[src/rtl/hilo_seq_unit.sv]
// HI/LO register pair and MULT/DIV sequencer for the combinational mul_div_unit.
// Optional macro HILO_FWD_EN bypasses md_outH/md_outL onto hi/lo in the final RUN cycle.
module hilo_seq_unit #(
    parameter int MUL_LAT = 4,
    parameter int DIV_LAT = 32
) (
    input  logic        clk,
    input  logic        rst_n,
    input  logic        op_valid,
    input  logic        op_div,
    input  logic [31:0] op_a,
    input  logic [31:0] op_b,
    input  logic        mthi_we,
    input  logic        mtlo_we,
    input  logic [31:0] mt_data,
    input  logic        mf_req,
    input  logic [31:0] md_outH,
    input  logic [31:0] md_outL,
    output logic [31:0] md_inA,
    output logic [31:0] md_inB,
    output logic        md_sel,
    output logic [31:0] hi,
    output logic [31:0] lo,
    output logic        busy,
    output logic        stall,
    output logic        done,
    output logic        div_zero
);
    localparam int MAX_LAT = (MUL_LAT > DIV_LAT) ? MUL_LAT : DIV_LAT;
    localparam int CW      = ($clog2(MAX_LAT + 1) > 6) ? $clog2(MAX_LAT + 1) : 6;
    localparam logic [CW-1:0] MUL_CNT = CW'(MUL_LAT - 1);
    localparam logic [CW-1:0] DIV_CNT = CW'(DIV_LAT - 1);

    typedef enum logic {IDLE, RUN} state_t;

    state_t        state;
    logic [CW-1:0] cnt;
    logic [31:0]   hiReg;
    logic [31:0]   loReg;
    logic          lastCycle;

    always_comb begin
        lastCycle = (state == RUN) && (cnt == '0);
    end

    always_ff @(posedge clk or negedge rst_n) begin
        if (!rst_n) begin
            state    <= IDLE;
            cnt      <= '0;
            md_inA   <= '0;
            md_inB   <= '0;
            md_sel   <= 1'b0;
            hiReg    <= '0;
            loReg    <= '0;
            busy     <= 1'b0;
            done     <= 1'b0;
            div_zero <= 1'b0;
        end else begin
            done     <= 1'b0;
            div_zero <= 1'b0;
            case (state)
                IDLE: begin
                    if (op_valid) begin
                        md_inA <= op_a;
                        md_inB <= op_b;
                        md_sel <= op_div;
                        // Divide by zero commits immediately without ever occupying the unit
                        if (op_div && (op_b == '0)) begin
                            hiReg    <= op_a;
                            loReg    <= '1;
                            done     <= 1'b1;
                            div_zero <= 1'b1;
                        end else begin
                            cnt   <= op_div ? DIV_CNT : MUL_CNT;
                            busy  <= 1'b1;
                            state <= RUN;
                        end
                    end else begin
                        if (mthi_we) hiReg <= mt_data;
                        if (mtlo_we) loReg <= mt_data;
                    end
                end
                RUN: begin
                    if (cnt == '0) begin
                        hiReg <= md_outH;
                        loReg <= md_outL;
                        done  <= 1'b1;
                        busy  <= 1'b0;
                        state <= IDLE;
                    end else begin
                        cnt <= cnt - 1'b1;
                    end
                end
                default: state <= IDLE;
            endcase
        end
    end

`ifdef HILO_FWD_EN
    always_comb begin
        hi    = lastCycle ? md_outH : hiReg;
        lo    = lastCycle ? md_outL : loReg;
        stall = busy & ((mf_req & ~lastCycle) | op_valid | mthi_we | mtlo_we);
    end
`else
    always_comb begin
        hi    = hiReg;
        lo    = loReg;
        stall = busy & (mf_req | op_valid | mthi_we | mtlo_we) & (lastCycle | ~lastCycle);
    end
`endif

endmodule

[config.mk]
export PLATFORM = sky130hd
export DESIGN_NAME = hilo_seq_unit
export DESIGN_NICKNAME = d
export VERILOG_FILES = /design/src/rtl/hilo_seq_unit.sv
export SDC_FILE = /design/constraint.sdc
export NUM_CORES = 1
export LEC_CHECK = 0
export ABC_AREA = 1
export BUFFER_PORTS_ARGS = -buffer_cell sky130_fd_sc_hd__buf_2
export CAP_MARGIN = 20
export CORE_MARGIN = 5
export CORE_UTILIZATION = 51
export DETAILED_ROUTE_END_ITERATION = 12
export GPL_ROUTABILITY_DRIVEN = 0
export PLACE_DENSITY = 0.91
export SLEW_MARGIN = 10
export SYNTH_ARGS = -nofsm -noshare
export SYNTH_HDL_FRONTEND = slang
export SYNTH_SLANG_ARGS = --single-unit
export TNS_END_PERCENT = 1
[constraint.sdc]
create_clock -name clk -period 2.8 [get_ports clk]
set_clock_uncertainty 0.05 [all_clocks]
set_input_delay 0.14 -clock clk [delete_from_list [all_inputs] [get_ports clk]]
set_output_delay 0.14 -clock clk [all_outputs]
set_load 0.05 [all_outputs]
# Yosys cells after proc, flatten, opt, wreduce, memory -nomap -nowiden
# Index checks and enable logic that the tools add are counted.
[totals] ff_bits=139 word_cells=59 output_inout_bits=133
[classes] n_bitwise=5 n_addsub=1 reduce_logical=8 n_eq_ne=7 n_mux=28
[op_table] operator="32-bit two-way mux" n=8
[op_table] operator="32-bit case mux with 2 select lines" n=2
[op_table] operator="32-bit zero test" n=1
[op_table] operator="6-bit two-way mux" n=3
[op_table] operator="6-bit case mux with 2 select lines" n=1
[op_table] operator="3-bit AND reduction" n=4
[op_table] operator="1-bit two-way mux" n=10
[op_table] operator="3-bit inequality test, second input constant" n=3
[op_table] operator="6-bit zero test" n=1
[op_table] operator="2-bit inequality test, second input constant" n=3
[op_table] operator="1-bit case mux with 2 select lines" n=3
[op_table] operator="6-bit by 1-bit subtractor with 6-bit output, second input constant" n=1
[op_table] operator="5-bit two-way mux" n=1
[op_table] operator="1-bit bitwise OR" n=3
[op_table] operator="2-bit by 1-bit inequality test with 1-bit output, second input constant" n=1
[op_table] operator="2-bit AND reduction" n=1
[op_table] operator="1-bit AND" n=1
[op_table] operator="1-bit logical AND" n=1
[op_table] operator="1-bit NOT" n=1

# Logic depth before layout (Yosys ltp)
[logic_depth] ltp_word=5 mapped_depth=9

# Worst setup path after synthesis
# No wires, ideal clock.
[synth_timing] path_kind="reg2out" start="register busy" end="output stall" slack_ps=1117 arrival_time_ps=1493 n_path_buf=0 required_time_ps=2610 stages_incl_launch_ff=3 path_cell_list="dfrtp_1 -> inv_1 -> a21oi_1"
[synth_between] elab_chain_cells=1
[synth_rtl] item="start: declaration" line="24" rtl="output logic busy,"
[synth_rtl] item="start signal: assignment" line="55" rtl="busy <= 1'b0;"
[synth_rtl] item="start signal: assignment" line="75" rtl="busy <= 1'b1;"
[synth_rtl] item="start signal: assignment" line="88" rtl="busy <= 1'b0;"
[synth_rtl] item="1-bit AND" line="109" rtl="stall = busy & (mf_req | op_valid | mthi_we | mtlo_we) & (lastCycle | ~lastCycle);"
[synth_rtl] item="end: declaration" line="25" rtl="output logic stall,"
# No other way between the ends.

# Final worst setup path
[layout_timing] start="input op_b[14]" end="register hiReg[3], in the netlist hi[3]"
[layout_between] elab_chain_cells=4
[layout_rtl] item="start: declaration" line="12" rtl="input logic [31:0] op_b,"
[layout_rtl] item="32-bit zero test" line="68" rtl="if (op_div && (op_b == '0)) begin"
[layout_rtl] item="1-bit logical AND" line="68"
[layout_rtl] item="3-bit inequality test (no line)"
[layout_rtl] item="3-bit AND reduction (no line)"
[layout_rtl] item="end signal: assignment" line="69" rtl="hiReg <= op_a;"
[layout_rtl] item="end signal: assignment" line="79" rtl="if (mthi_we) hiReg <= mt_data;"
[layout_rtl] item="end signal: assignment" line="85" rtl="hiReg <= md_outH;"
[layout_rtl] item="end: declaration" line="38" rtl="logic [31:0] hiReg;"
# No other way between the ends.
# A chain may end at the register's enable or synchronous reset.

==> run metrics <==
CTS tree yes; register bit total from synthesis 139; Via density 5.543; TritonCTS Buffers 17; CP top delay family buffers and inverters; max-cap viol count 0; post-route insts no fill 1360; worst skew pair latency 0.41 ns; Longest Clk Path Bufs 2; post-synthesis cell type count 26; Syn. warnings 0; Critical Path Max Stage Delay 0.55 ns; hpwl dp 15420 µm; Max H-tree Level 4; I/O pins 300; core area 12570 µm²; # port buffers 299; ratio of cells with drive above 1 in the final layout 29.74%; Setup CP Type input port to register; Final setup violation count 0; Site Rows 41; clock-pin transition on the worst setup and hold timing paths 0.06 ns; initial cell density of the core 51.92%; initial antenna violation count 0; RSZ-0062 raised after global routing false; Final Max Slew Viols 0; sequential area share after synthesis 53.31%; Die Y 123.1 µm; reg2reg setup slack 0.67 ns; Peak Freq 467.7 MHz; Data required, critical path 3.04 ns; Fillers 845; mapped cell area 6525 µm²; Hold Vio Cnt, Final 0; DIE AREA 15160 µm²; CP most frequent cell nand2_1; Post-synth ARST share 100.0%; Final Routed Wirelength 24370 µm; Critical Path Sink Type register; Hold Crit Depth 5; Buf/Inv on CP 3; power per standard cell area 1393 nW/µm²; final antenna-violating net count 0; Tot GR Track Use 31.95%; grt ovf 0; Die Wd 123.1 µm; CTS sink count 139; initial DRC count 664; Critical Path, Cell by Cell dlygate4sd3_1 -> buf_2 -> nor2_1 -> nand2_1 -> nor2_1 -> nand3_1 -> o21bai_4 -> nand3_1 -> buf_4 -> nand2_1 -> nand2_1; Final Core Density 74.97%; largest net degree at the start of global routing 80; vias in the first global route 7562; # resized after CTS 0; Worst Max-Slew Pin Slew 0.7445 ns; status complete, no violations; CP Max Fanout 19; number of synthesized flops with an enable pin 0; global-route wire length before repair 37170 µm; Reg2Reg Depth 7; Synth Flop Type dfrtp_1; Worst IR Drop VDD 1.028 mV; syn_nets 998; CP arrival 2.37 ns; drt first pass iters 8; DR WL/cell 17.92 µm; Tcrit/Tclk final 76.36%; Levels on crit path 11; cell count after synthesis 829; Worst slew margin 50.37%; critical path's slowest cell dlygate4sd3_1; placed cell count 1262; CTS root buf clkbuf_16; Post-route DRC 0; Pleak 5.337 nW; nets 1344; Setup TNS Final 0 ns; Final Critical Period 2.138 ns; CP startpoint kind input port; area delta synth->final 44.41%; via count 7539; post-CTS setup buffer count 0; syn avg cell area 7.871 µm²; worst hold path class input port to register
report_power, final:
group          internal, mW  leakage [nW]  switching, mW
Combinational          1.67          3.33           5.61
Clock                  1.46         0.294          0.806
Sequential             2.99          1.71          0.593
worst min-delay path: stages:
cell     delay (ns)
buf_2          0.10
inv_1          0.06
a21oi_1        0.06
nand4_1        0.08
nand2_1        0.05
synth_stat cells, types with 2 or more instances:
cell type  count  area share [%]
o211ai_1      31             3.6
nor3_1         3            0.23
or2_1          2            0.19
buf_4          2            0.23
nand3_1        8            0.61
o21ai_0        7            0.54
buf_2         18             1.4
inv_2          4            0.23
nand2_2        2            0.19
clkbuf_1      33             1.9
o21ai_1        4            0.31
dfrtp_1      139              53
nand4_1       64             6.1
inv_1         44             2.5
ha_1           2            0.38
nand2_1      366              21
a21oi_1       33             2.5
nor2_1        59             3.4
registers in the layout, indices dropped and copies added (netlist names):
register  count
done          1
md_inA       32
hi           32
lo           32
cnt           6
md_inB       32
md_sel        1
busy          1
div_zero      1
state         1
layer usage:
layer | track usage, % | part of all wire [%]
met3 | 8.554 | 11
met5 | 0 | 0
met4 | 16.33 | 4.5
met1 | 36.95 | 35
met2 | 54.63 | 50
placed cells by master (no fill, tap or decap), types with 2 or more instances in the layout:
cell and n:
dlygate4sd3_1 66, a21oi_1 33, ha_1 2, inv_1 44, clkbuf_1 4, buf_2 298
o21ai_1 4, nor3_1 3, clkinv_2 3, nand2_1 365, buf_12 3, dfrtp_1 138
clkbuf_16 17, o21ai_0 7, nor2_1 59, inv_2 4, o211ai_1 31, or2_1 2
buf_4 13, bufinv_16 3, clkbuf_8 3, nand4_1 64, nand2_2 3, nand3_1 8
kinds of logic after synthesis:
group	count (synthesis)	share of synthesized area, %
compound gates	78	7.459
buf+inv	102	6.443
xor+xnor	2	0.2685
flops	139	53.31
simple gates	506	32.14
fa+ha+maj	2	0.3834
cell type report:
cell class                 count  area [µm²]  share of cell area [%]
sequential                   139        3480                   36.93
multi-input combinational    588        2629                   27.90
timing repair buffer         381        2321                   24.63
clock buffer                  24       481.7                   5.112
tap                          172       215.2                   2.284
inverter                      48       180.2                   1.912
clock inverter                 7       113.9                   1.208
antenna                        1       2.502                 0.02656
stage by stage:
stage / power, mW / hold slack [ns] / setup slack [ns] / instance area, µm²
after floorplan: 8.766 / -0.2056 / 1.117 / 6525
after global placement: 10.54 / 0.1735 / 0.8206 / 8164
after detailed placement: 10.67 / 0.1783 / 0.7611 / 8164
after CTS: 13.07 / 0.03868 / 0.6909 / 9420
after global routing: 13.83 / 0.08232 / 0.4854 / 9420
final: 13.13 / 0.06080 / 0.6619 / 9423
repair_timing:
item | in CTS | in global routing
endpoints found under the setup margin | 0 | 0
hold buffers | 66 | 0
endpoints found under the hold margin | 143 | 0
path summary, 6_finish.rpt:
| kind | startpoint | to |
|---|---|---|
| min | mt_data[23] | lo[23] |
| min in group asynchronous | rst_n | md_inA[4] |
| max reg2reg | state | hi[28] |
| max in group asynchronous | rst_n | hi[30] |
| max | op_b[14] | hi[3] |
| min reg2reg | hi[31] | hi[31] |
(Power assumes the default switching activity.)
